`config.mk`:
```
export PLATFORM = sky130hd
export DESIGN_NAME = mem_port_arbiter_flat
export DESIGN_NICKNAME = d
export VERILOG_FILES = /design/src/rtl/mem_port_arbiter_if.sv /design/src/rtl/mem_port_arbiter.sv /design/src/flat_wrapper.sv
export SDC_FILE = /design/constraint.sdc
export NUM_CORES = 1
export LEC_CHECK = 0
export CORE_ASPECT_RATIO = 0.8
export CORE_MARGIN = 4
export CORE_UTILIZATION = 43
export DETAILED_ROUTE_END_ITERATION = 8
export PLACE_DENSITY = 0.86
export SLEW_MARGIN = 10
export SYNTH_ARGS = -nofsm -noshare
export SYNTH_HDL_FRONTEND = slang
export SYNTH_SLANG_ARGS = --single-unit
```
`constraint.sdc`:
```
create_clock -name clk_i -period 3.6 [get_ports clk_i]
set_input_delay 0.36 -clock clk_i [delete_from_list [all_inputs] [get_ports clk_i]]
set_output_delay 0.36 -clock clk_i [all_outputs]
set_load 0.005 [all_outputs]
```
`src/rtl/mem_port_arbiter_if.sv`:
```
// Bundle of the instruction-fetch, data-memory and unified memory port signals
// shared between the arbiter (slave) and the core/memory environment (master).
interface mem_port_arbiter_if #(
  parameter int unsigned ADDR_W = 32,
  parameter int unsigned DATA_W = 32
) ();
  logic              if_req;
  logic [ADDR_W-1:0] if_addr;
  logic [DATA_W-1:0] if_rdata;
  logic              if_valid;

  logic              dm_req;
  logic [3:0]        dm_we;
  logic [ADDR_W-1:0] dm_addr;
  logic [DATA_W-1:0] dm_wdata;
  logic [DATA_W-1:0] dm_rdata;
  logic              dm_valid;

  logic              mem_req;
  logic [ADDR_W-1:0] mem_addr;
  logic [3:0]        mem_we;
  logic [DATA_W-1:0] mem_wdata;
  logic              mem_ack;
  logic [DATA_W-1:0] mem_rdata;

  logic              stall;
  logic              grant_dm;

  modport slave (
    input  if_req, if_addr, dm_req, dm_we, dm_addr, dm_wdata, mem_ack, mem_rdata,
    output if_rdata, if_valid, dm_rdata, dm_valid, mem_req, mem_addr, mem_we, mem_wdata,
           stall, grant_dm
  );

  modport master (
    output if_req, if_addr, dm_req, dm_we, dm_addr, dm_wdata, mem_ack, mem_rdata,
    input  if_rdata, if_valid, dm_rdata, dm_valid, mem_req, mem_addr, mem_we, mem_wdata,
           stall, grant_dm
  );
endinterface

```
`src/rtl/mem_port_arbiter.sv`:
```
// Arbitrates the single unified memory port between instruction fetch and the
// load/store path, sequencing each access through a req/ack handshake.
module mem_port_arbiter #(
  parameter int unsigned ADDR_W     = 32,
  parameter int unsigned DATA_W     = 32,
  parameter int unsigned STARVE_LIM = 3
) (
  input  logic                    clk_i,
  input  logic                    reset_i,
  mem_port_arbiter_if.slave       port_io
);

  typedef enum logic [1:0] {StIdle, StIfBusy, StDmBusy} state_e;

  localparam logic [3:0] StarveLim = 4'(STARVE_LIM);

  state_e            state_q;
  logic [3:0]        starve_cnt_q;
  logic              mem_req_q;
  logic [ADDR_W-1:0] mem_addr_q;
  logic [3:0]        mem_we_q;
  logic [DATA_W-1:0] mem_wdata_q;
  logic              if_valid_q;
  logic              dm_valid_q;
  logic [DATA_W-1:0] if_rdata_q;
  logic [DATA_W-1:0] dm_rdata_q;
  logic              grant_dm_q;

  logic if_elig;
  logic dm_elig;
  logic if_starved;

  // A req seen during its own valid cycle still belongs to the finished access.
  assign if_elig    = port_io.if_req & ~if_valid_q;
  assign dm_elig    = port_io.dm_req & ~dm_valid_q;
  assign if_starved = if_elig & (starve_cnt_q == StarveLim);

  always_ff @(posedge clk_i) begin
    if (reset_i) begin
      state_q      <= StIdle;
      starve_cnt_q <= '0;
      mem_req_q    <= 1'b0;
      mem_addr_q   <= '0;
      mem_we_q     <= '0;
      mem_wdata_q  <= '0;
      if_valid_q   <= 1'b0;
      dm_valid_q   <= 1'b0;
      if_rdata_q   <= '0;
      dm_rdata_q   <= '0;
      grant_dm_q   <= 1'b0;
    end else begin
      if_valid_q <= 1'b0;
      dm_valid_q <= 1'b0;
      unique case (state_q)
        StIdle: begin
          if (dm_elig && !if_starved) begin
            state_q     <= StDmBusy;
            mem_req_q   <= 1'b1;
            mem_addr_q  <= port_io.dm_addr;
            mem_we_q    <= port_io.dm_we;
            mem_wdata_q <= port_io.dm_wdata;
            grant_dm_q  <= 1'b1;
            if (!if_elig) begin
              starve_cnt_q <= '0;
            end else if (starve_cnt_q != StarveLim) begin
              starve_cnt_q <= starve_cnt_q + 4'd1;
            end
          end else if (if_elig) begin
            state_q      <= StIfBusy;
            mem_req_q    <= 1'b1;
            mem_addr_q   <= port_io.if_addr;
            mem_we_q     <= '0;
            starve_cnt_q <= '0;
          end else begin
            mem_req_q <= 1'b0;
          end
        end
        StIfBusy, StDmBusy: begin
          if (port_io.mem_ack) begin
            state_q    <= StIdle;
            mem_req_q  <= 1'b0;
            grant_dm_q <= 1'b0;
            if (state_q == StIfBusy) begin
              if_rdata_q <= port_io.mem_rdata;
              if_valid_q <= 1'b1;
            end else begin
              dm_valid_q <= 1'b1;
              // Stores complete without disturbing the last load result.
              if (mem_we_q == 4'b0000) begin
                dm_rdata_q <= port_io.mem_rdata;
              end
            end
          end
        end
        default: begin
          state_q   <= StIdle;
          mem_req_q <= 1'b0;
        end
      endcase
    end
  end

  assign port_io.mem_req   = mem_req_q;
  assign port_io.mem_addr  = mem_addr_q;
  assign port_io.mem_we    = mem_we_q;
  assign port_io.mem_wdata = mem_wdata_q;
  assign port_io.if_valid  = if_valid_q;
  assign port_io.if_rdata  = if_rdata_q;
  assign port_io.dm_valid  = dm_valid_q;
  assign port_io.dm_rdata  = dm_rdata_q;
  assign port_io.grant_dm  = grant_dm_q;

  assign port_io.stall = (port_io.if_req & ~if_valid_q) | (port_io.dm_req & ~dm_valid_q);

endmodule

```
`src/flat_wrapper.sv`:
```
// flat-port wrapper written by rule: the top's interface ports become plain ports
module mem_port_arbiter_flat 
#(
  parameter int unsigned ADDR_W     = 32,
  parameter int unsigned DATA_W     = 32,
  parameter int unsigned STARVE_LIM = 3
)
  (clk_i, reset_i, port_io_if_req, port_io_if_addr, port_io_dm_req, port_io_dm_we, port_io_dm_addr, port_io_dm_wdata, port_io_mem_ack, port_io_mem_rdata, port_io_if_rdata, port_io_if_valid, port_io_dm_rdata, port_io_dm_valid, port_io_mem_req, port_io_mem_addr, port_io_mem_we, port_io_mem_wdata, port_io_stall, port_io_grant_dm);
  mem_port_arbiter_if #(.ADDR_W(ADDR_W), .DATA_W(DATA_W)) port_io_i ();
  input  logic clk_i;
  input  logic reset_i;
  input wire logic [$bits(port_io_i.if_req)-1:0] port_io_if_req;
  input wire logic [$bits(port_io_i.if_addr)-1:0] port_io_if_addr;
  input wire logic [$bits(port_io_i.dm_req)-1:0] port_io_dm_req;
  input wire logic [$bits(port_io_i.dm_we)-1:0] port_io_dm_we;
  input wire logic [$bits(port_io_i.dm_addr)-1:0] port_io_dm_addr;
  input wire logic [$bits(port_io_i.dm_wdata)-1:0] port_io_dm_wdata;
  input wire logic [$bits(port_io_i.mem_ack)-1:0] port_io_mem_ack;
  input wire logic [$bits(port_io_i.mem_rdata)-1:0] port_io_mem_rdata;
  output wire logic [$bits(port_io_i.if_rdata)-1:0] port_io_if_rdata;
  output wire logic [$bits(port_io_i.if_valid)-1:0] port_io_if_valid;
  output wire logic [$bits(port_io_i.dm_rdata)-1:0] port_io_dm_rdata;
  output wire logic [$bits(port_io_i.dm_valid)-1:0] port_io_dm_valid;
  output wire logic [$bits(port_io_i.mem_req)-1:0] port_io_mem_req;
  output wire logic [$bits(port_io_i.mem_addr)-1:0] port_io_mem_addr;
  output wire logic [$bits(port_io_i.mem_we)-1:0] port_io_mem_we;
  output wire logic [$bits(port_io_i.mem_wdata)-1:0] port_io_mem_wdata;
  output wire logic [$bits(port_io_i.stall)-1:0] port_io_stall;
  output wire logic [$bits(port_io_i.grant_dm)-1:0] port_io_grant_dm;
  assign port_io_i.if_req = port_io_if_req;
  assign port_io_i.if_addr = port_io_if_addr;
  assign port_io_i.dm_req = port_io_dm_req;
  assign port_io_i.dm_we = port_io_dm_we;
  assign port_io_i.dm_addr = port_io_dm_addr;
  assign port_io_i.dm_wdata = port_io_dm_wdata;
  assign port_io_i.mem_ack = port_io_mem_ack;
  assign port_io_i.mem_rdata = port_io_mem_rdata;
  assign port_io_if_rdata = port_io_i.if_rdata;
  assign port_io_if_valid = port_io_i.if_valid;
  assign port_io_dm_rdata = port_io_i.dm_rdata;
  assign port_io_dm_valid = port_io_i.dm_valid;
  assign port_io_mem_req = port_io_i.mem_req;
  assign port_io_mem_addr = port_io_i.mem_addr;
  assign port_io_mem_we = port_io_i.mem_we;
  assign port_io_mem_wdata = port_io_i.mem_wdata;
  assign port_io_stall = port_io_i.stall;
  assign port_io_grant_dm = port_io_i.grant_dm;
  mem_port_arbiter #(.ADDR_W(ADDR_W), .DATA_W(DATA_W), .STARVE_LIM(STARVE_LIM)) u_core (.clk_i(clk_i), .reset_i(reset_i), .port_io(port_io_i));
endmodule
```
Word-level counts from Yosys, hierarchy flattened
Cells that the tools add are included.
{"block": "totals", "elab_cells": 63, "register_bits": 142}
{"block": "op_classes", "n_bitwise": 9, "n_reduce_logical": 15, "muxes": 19, "eq_ne": 8, "add_sub_neg": 1}
{"op": "2-to-1 mux 32 bit", "count": 2}
{"op": "2-to-1 mux 4 bit", "count": 5}
{"op": "AND reduction 3 bit", "count": 3}
{"op": "2-to-1 mux 1 bit", "count": 6}
{"op": "2-to-1 mux 2 bit", "count": 3}
{"op": "AND reduction 2 bit", "count": 3}
{"op": "inverter 1 bit", "count": 5}
{"op": "adder 4 x 1 -> 4 bit (second input constant)", "count": 1}
{"op": "equality test 4 x 2 -> 1 bit (second input constant)", "count": 1}
{"op": "logical NOT 4 bit", "count": 1}
{"op": "inequality test 4 x 2 -> 1 bit (second input constant)", "count": 1}
{"op": "case mux 1 bit (2 select lines)", "count": 2}
{"op": "case mux 2 bit (2 select lines)", "count": 1}
{"op": "AND reduction 4 bit", "count": 1}
{"op": "nonzero test 2 bit", "count": 2}
{"op": "bitwise AND 1 bit", "count": 3}
{"op": "inequality test 3 x 1 -> 1 bit (second input constant)", "count": 1}
{"op": "inequality test 3 bit (second input constant)", "count": 1}
{"op": "OR reduction 3 bit", "count": 1}
{"op": "equality test 2 x 1 -> 1 bit (second input constant)", "count": 1}
{"op": "equality test 2 bit (second input constant)", "count": 1}
{"op": "logical NOT 2 bit", "count": 1}
{"op": "inequality test 2 x 1 -> 1 bit (second input constant)", "count": 1}
{"op": "inequality test 2 bit (second input constant)", "count": 1}
{"op": "other kinds (4)", "count": 4}

Depth between registers and ports, before layout
Gate-level depths: netlist (run 1).
{"block": "depth", "word_depth": 7, "ltp_mapped": 8, "mapped_depth_nobuf": 6}

Least setup slack after synthesis (run 1)
Ideal clock, no wire load.
{"block": "synth_timing", "path_kind": "reg-to-reg", "start": "reg u_core.state_q[0]", "end": "reg u_core.dm_rdata_q[0] (netlist: u_core.port_io.dm_rdata[0])", "required_time_ps": 3468, "stages_incl_launch_ff": 9, "setup_time_ps": 132, "path_buffers": 2, "t_arrival_ps": 1672, "path_slack_ps": 1796, "period_less_slack_ps": 1804, "cell_sequence": "dfxtp_1 inv_1 ha_1 nand2_1 or3b_2 clkbuf_1 clkbuf_1 nand2_1 a21oi_1"}
{"block": "synth_via", "elab_chain_len": 3, "elab_cells_between_ends": 5}
{"item": "from (decl)", "line_no": "mem_port_arbiter.sv:17", "text": "state_e state_q;"}
{"item": "from (signal assigned)", "line_no": "mem_port_arbiter.sv:40", "text": "state_q <= StIdle;"}
{"item": "from (signal assigned)", "line_no": "mem_port_arbiter.sv:57", "text": "state_q <= StDmBusy;"}
{"item": "from (signal assigned)", "line_no": "mem_port_arbiter.sv:69", "text": "state_q <= StIfBusy;"}
{"item": "equality test 2 bit / equality test 2 x 1 -> 1 bit (equally long branches)", "line_no": "mem_port_arbiter.sv:54, mem_port_arbiter.sv:83"}
{"item": "OR reduction 2 bit / inverter 1 bit (equally long branches)"}
{"item": "AND reduction 4 bit (no line) *"}
{"item": "to (signal assigned)", "line_no": "mem_port_arbiter.sv:90", "text": "dm_rdata_q <= port_io.mem_rdata;"}
{"item": "to (decl)", "line_no": "mem_port_arbiter.sv:26", "text": "logic [DATA_W-1:0] dm_rdata_q;"}
Every way passes the cells marked *; elsewhere a longest branch is shown, timed or not.
A chain may end at the register's enable or synchronous reset.

Final worst setup path (run 1)
{"block": "layout_timing", "start": "reg u_core.mem_we_q[3] (netlist: u_core.port_io.mem_we[3])", "end": "reg u_core.dm_rdata_q[19] (netlist: u_core.port_io.dm_rdata[19])"}
{"block": "layout_via", "elab_chain_len": 2}
{"item": "from (decl)", "line_no": "mem_port_arbiter.sv:21", "text": "logic [3:0] mem_we_q;"}
{"item": "from (signal assigned)", "line_no": "mem_port_arbiter.sv:60", "text": "mem_we_q <= port_io.dm_we;"}
{"item": "logical NOT 4 bit", "line_no": "mem_port_arbiter.sv:89", "text": "if (mem_we_q == 4'b0000) begin"}
{"item": "AND reduction 4 bit (no line)"}
No other way between the ends.

==> results.json, run 1 <==
{
  "place_inst": 1029,
  "ys_warn_count": 0,
  "power.density_mw_per_mm2": 533.7,
  "clock_skew_ns": 0.01041,
  "postLayoutCellArea_mm2": 0.008697,
  "yosysTopAreaCell": "dfxtp_1",
  "synth_cells": 642,
  "fin_ws_ns": 1.478,
  "ys_types": 33,
  "worstMarginPinSlew_ns": 0.8346,
  "grt_pass1_wl_mm": 26.96,
  "ctsRootBufferMaster": "clkbuf_16",
  "finalCritPeriodShare_pct": 58.95,
  "crit_type": "register to register",
  "final_cells": 1061,
  "ioPinCount": 274,
  "drv_cap": 0,
  "dp_slack_ns": 1.315,
  "cts_tree": "built",
  "cp_max_fo": 32,
  "die-area_mm2": 0.01429,
  "finalWirelength_mm": 17.23,
  "synth_top_area_share_pct": 53.20,
  "dr.pass1.iters": 5,
  "track_usage_pct": 23.58,
  "peakVddDrop_mv": 0.3560,
  "ctsLongestPathBuffers": 2,
  "portBuffers": 273,
  "vias_per_cell": 5.078,
  "p_total_mw": 4.642,
  "start_util_pct": 43.94,
  "synth_area_mm2": 0.005344,
  "fin_crit_ns": 2.122,
  "synth_area_per_cell_um2": 8.324,
  "clk_pin_slew_worst_paths_ns": 0.06,
  "hpwl_mm": 12.13,
  "row_count": 36,
  "synth_edf_count": 0,
  "gr-total-overflow": 0,
  "critPathMaxStageDelay_ns": 0.81,
  "post_cts_buffers": 0,
  "hold_buffers": 0,
  "status": "finished clean",
  "fin_util_pct": 71.51,
  "synth_area_leaders": "dfxtp_1 53%, nand2_1 14%, a21oi_1 9.4%",
  "p_leak_nw": 3.170,
  "drc": 0,
  "die_y_um": 107.7,
  "setup_viol": 0,
  "antenna-diode-count": 0,
  "placed_area_mm2": 0.008115,
  "via_count": 5388,
  "grt_max_degree": 63,
  "tns_ns": 0,
  "grt_antenna_before_repair": 0,
  "ys_seq_area_share_pct": 53.20,
  "synthFlopType": "dfxtp_1",
  "cts_buffers": 17,
  "ant_nets": 0,
  "whs_ns": 0.3762,
  "finalNetCount": 1036,
  "die_w_um": 132.6,
  "grt_pass1_vias": 5235,
  "slew_headroom_pct": 44.36,
  "clock-sinks": 142,
  "rrSetupSlack_ns": 1.48,
  "routedWlPerCell_um": 16.24,
  "crit_buf_inv": 0,
  "timing.final.max_slew_violations": 0,
  "setup.worst_path.start_class": "register",
  "syn_nets": 782,
  "cp.required_ns": 3.86,
  "endpoint_kind": "register",
  "cp_top_family": "simple AND/OR/NAND/NOR gates",
  "grt_setup_unrepaired": "false",
  "initialDrtViolationCount": 369,
  "gp_congestion": 0.8177,
  "hold_violations": 0,
  "async_reset_ff_share_pct": 0,
  "critical_path_arrival_ns": 2.39,
  "ys_seq_elements": 142,
  "cts-htree-levels": 4,
  "syn_to_final_growth_pct": 62.75,
  "clkLatencyLatePin_ns": 0.40,
  "worst_path_max_delay_cell": "or3b_2",
  "worstPathCellList": "nor4_1, or3b_2, nand2_1, a21oi_1",
  "worstHoldPathType": "primary input to register",
  "coreArea_mm2": 0.01216,
  "drive_above_1_share_pct": 6.821,
  "fmax_mhz": 471.2,
  "post_cts_resized": 0
}
==> cell usage after synthesis, types with 2 or more instances <==
cell type and instances:
dfxtp_1 142, nor2_1 8, nor2b_1 3, ha_1 3, nand3_1 4, a22oi_1 5
nand2b_1 4, nand2_1 198, clkbuf_1 36, o221a_2 15, a21oi_1 100, nor3_1 2
a31oi_1 2, buf_2 7, nand4_1 2, a211oi_1 2, inv_1 36, o221a_1 17
o21ai_0 37, buf_6 6
==> where the power goes <==
| part | leakage, nW | switching [mW] | internal (mW) |
|---|---|---|---|
| sequential | 1.16 | 0.0928 | 1.75 |
| combinational | 1.72 | 0.468 | 0.614 |
| clock | 0.284 | 0.671 | 1.04 |
==> final timing paths <==
check | start | to | depth (start not counted)
min reg2reg | u_core.port_io.mem_wdata[19]$_SDFFE_PP0P_ | u_core.port_io.mem_wdata[19]$_SDFFE_PP0P_ | 2
max | u_core.port_io.mem_we[3]$_SDFFE_PP0P_ | u_core.port_io.dm_rdata[19]$_SDFFE_PP0P_ | 4
max reg2reg | u_core.port_io.mem_we[3]$_SDFFE_PP0P_ | u_core.port_io.dm_rdata[19]$_SDFFE_PP0P_ | 4
min | reset_i | u_core.port_io.mem_wdata[8]$_SDFFE_PP0P_ | 2
==> state kept, by name (all words and copies together) (netlist names) <==
| name | cells |
|---|---|
| u_core.port_io.dm_rdata | 32 |
| u_core.port_io.dm_valid | 1 |
| u_core.port_io.grant_dm | 1 |
| u_core.port_io.if_rdata | 32 |
| u_core.port_io.if_valid | 1 |
| u_core.port_io.mem_addr | 32 |
| u_core.port_io.mem_req | 1 |
| u_core.port_io.mem_wdata | 32 |
| u_core.port_io.mem_we | 4 |
| u_core.starve_cnt_q | 4 |
| u_core.state_q | 2 |
==> kinds of logic (layout without fill, tap and decap cells) <==
group,count (synthesis),in the layout,synth area share (%)
fa+ha+maj,3,3,0.7025
simple gates,228,228,17.16
mux,1,1,0.1873
flops,142,142,53.20
compound gates,183,183,21.77
buf+inv,85,352,6.977
==> layer usage <==
metal | vias to the layer above | global-route usage [%] | part of all wire (%)
li1 | 2659 | - | -
met1 | 2472 | 26.45 | 39
met2 | 232 | 40.17 | 48
met3 | 25 | 11.07 | 11
met4 | 0 | 7.122 | 1.8
met5 | - | 0 | 0
==> cell type report <==
type	count	area [µm²]
clock buffer	19	442.9
fill	924	3465
clock inverter	13	138.9
sequential	142	2843
inverter	36	135.1
timing repair buffer	284	2813
multi-input combinational	415	2135
tap	152	190.2
==> layout by cell type, fill, tap and decap left out, drive strengths merged <==
master,count
nand2b,4
nor2,8
a31oi,2
and3,1
dfxtp,142
nor3b,1
clkinv,6
mux2i,1
clkbuf,19
clkinvlp,2
o221a,32
nand3,4
nand4b,1
or3b,2
bufinv,2
o21ai,38
clkdlybuf4s50,272
a21boi,1
a311oi,1
nand4,2
a211oi,2
or2,1
nor4,1
nor3,2
buf,12
nor2b,3
ha,3
inv,39
o211a,1
a22oi,5
nand2,198
o211ai,1
a21oi,100
==> worst reg2reg max path: cells and delay by family, from the launching register on <==
| family | cells | cell delay [ns] |
|---|---|---|
| AOI/OAI and AO/OA | 1 | 0.08 |
| and+or+nand+nor | 3 | 1.58 |
| DFF | 1 | 0.32 |
Note: power is estimated with default switching activity, not from simulation.
==> inputs of run 2 (changes only) <==
- CORE_UTILIZATION: 43 -> 40
- PLACE_DENSITY: 0.86 -> 0.81
- clock period: 3.6 -> 2.2 ns (I/O delays scaled with it)
==> results.json, run 2 (synthesized netlist as in run 1, its figures left out) <==
{
  "drive_above_1_share_pct": 7.127,
  "p_leak_nw": 3.209,
  "finalNetCount": 1039,
  "grt_max_degree": 89,
  "worstPathCellList": "ha_1, or3b_1, o211ai_4, buf_12, nand2_1, a21oi_1",
  "gp_congestion": 0.7976,
  "cp.required_ns": 2.53,
  "setup.worst_path.start_class": "register",
  "worst_path_max_delay_cell": "or3b_1",
  "slew_headroom_pct": 62.69,
  "final_common_cell": "clkdlybuf4s50_1",
  "row_count": 37,
  "r2r-start": "u_core.starve_cnt_q[0]$_SDFFE_PP0P_",
  "cts-htree-levels": 4,
  "grt_pass1_vias": 5161,
  "clk_pin_slew_worst_paths_ns": 0.06,
  "rr_worst_depth": 6,
  "via_count": 5337,
  "post_cts_resized": 0,
  "cts_tree": "built",
  "grt_antenna_before_repair": 0,
  "endpoint_kind": "register",
  "finalCritPeriodShare_pct": 88.52,
  "tns_ns": 0,
  "ctsLongestPathBuffers": 2,
  "vias_per_cell": 4.910,
  "syn_to_final_growth_pct": 65.07,
  "whs_ns": 0.1636,
  "die-area_mm2": 0.01528,
  "placed_area_mm2": 0.008229,
  "critical_path_arrival_ns": 2.28,
  "routedWlPerCell_um": 15.90,
  "gr-total-overflow": 0,
  "hold_buffers": 0,
  "crit_path_start": "u_core.starve_cnt_q[0]$_SDFFE_PP0P_",
  "initialDrtViolationCount": 259,
  "drv_cap": 0,
  "grt_pass1_wl_mm": 26.57,
  "crit_buf_inv": 1,
  "clkLatencyLatePin_ns": 0.41,
  "critPathMaxStageDelay_ns": 0.48,
  "peakVddDrop_mv": 0.5310,
  "timing.final.max_slew_violations": 0,
  "antenna-diode-count": 0,
  "clock-sinks": 142,
  "hold_start": "reset_i",
  "portBuffers": 273,
  "hold_violations": 0,
  "fin_util_pct": 68.05,
  "fmax_mhz": 513.5,
  "fin_crit_ns": 1.948,
  "status": "finished clean",
  "coreArea_mm2": 0.01296,
  "min_path_cells": 2,
  "cp_top_family": "simple AND/OR/NAND/NOR gates",
  "finalWirelength_mm": 17.28,
  "power.density_mw_per_mm2": 872.6,
  "drc": 0,
  "worstHoldPathType": "primary input to register",
  "grt_setup_unrepaired": "false",
  "post_cts_buffers": 0,
  "postLayoutCellArea_mm2": 0.008821,
  "crit_type": "register to register",
  "worstMarginPinSlew_ns": 0.5560,
  "clock_skew_ns": 0.01158,
  "most-common-layout-cells": "272 x clkdlybuf4s50_1, 198 x nand2_1, 142 x dfxtp_1, 100 x a21oi_1",
  "ant_nets": 0,
  "worst-path-stages": 6,
  "fill_cells": 1055,
  "die_w_um": 137.2,
  "ctsRootBufferMaster": "clkbuf_16",
  "hpwl_mm": 12.23,
  "cts_buffers": 17,
  "die_y_um": 111.4,
  "cp_max_fo": 64,
  "ioPinCount": 274,
  "dr.pass1.iters": 4,
  "start_util_pct": 41.23,
  "track_usage_pct": 21.81,
  "setup_viol": 0
}
run 2: cell count changes in the layout (fill, tap and decap cells not counted), sizes merged:
cell | before | now
inv | 39 | 38
clkinvlp | 2 | 3
clkbuf | 19 | 20
buf | 12 | 15
clkinv | 6 | 5
run 2: power by group:
part / internal, mW / leakage, nW / switching (mW) / total (mW)
Combinational: 1.05 / 1.76 / 0.773 / 1.83
Sequential: 2.87 / 1.16 / 0.153 / 3.02
Clock: 1.74 / 0.284 / 1.11 / 2.85
Total: 5.66 / 3.21 / 2.03 / 7.70
run 2: metrics by stage:
| stage | power (mW) | worst slack [ns] | cells |
|---|---|---|---|
| floorplan | 3.852 | 0.3962 | 642 |
| global placement | 4.892 | 0.2765 | 1055 |
| detailed placement | 4.913 | 0.2511 | 1055 |
| CTS | 7.778 | 0.2264 | 1087 |
| global route | 8.066 | 0.1214 | 1087 |
| finish | 7.697 | 0.2525 | 1087 |
run 2: per-layer routing:
| metal | GRT usage, % | part of all wire (%) | up-vias |
|---|---|---|---|
| li1 | - | - | 2668 |
| met3 | 9.350 | 11 | 19 |
| met2 | 35.97 | 47 | 203 |
| met1 | 25.63 | 41 | 2447 |
| met4 | 6.782 | 1.3 | 0 |
| met5 | 0 | 0 | - |
run 2: worst reg2reg max path, delay by kind of cell (launching register included):
family	cells	cell delay [ns]
simple gates	2	0.65
flops	1	0.38
compound gates	2	0.36
buf+inv	1	0.29
fa+ha+maj	1	0.20
run 2: worst paths after layout:
check                                                                 to  slack, ns
worst max-delay path            u_core.port_io.mem_wdata[3]$_SDFFE_PP0P_       0.25
worst min-delay path                 u_core.starve_cnt_q[1]$_SDFFE_PP0P_       0.16
worst min register to register   u_core.port_io.if_rdata[0]$_SDFFE_PP0P_       0.45
worst max register to register  u_core.port_io.mem_wdata[3]$_SDFFE_PP0P_       0.25
run 2: final cells by class:
| class | count | area [µm²] | area share [%] |
|---|---|---|---|
| flip-flops and latches | 142 | 2843 | 32.23 |
| clock inverters | 12 | 135.1 | 1.532 |
| well taps | 175 | 219.0 | 2.482 |
| repair buffers | 287 | 2898 | 32.85 |
| multi-input cells | 415 | 2135 | 24.20 |
| inverters | 36 | 135.1 | 1.532 |
| clock buffers | 20 | 456.7 | 5.177 |
==> inputs of run 3 (changes only) <==
- CTS_CLUSTER_SIZE: default -> 12
- SLEW_MARGIN: 10 -> 20
==> results of run 3 <==
No change in the layout: final DEF, timing and power equal those of run 2.
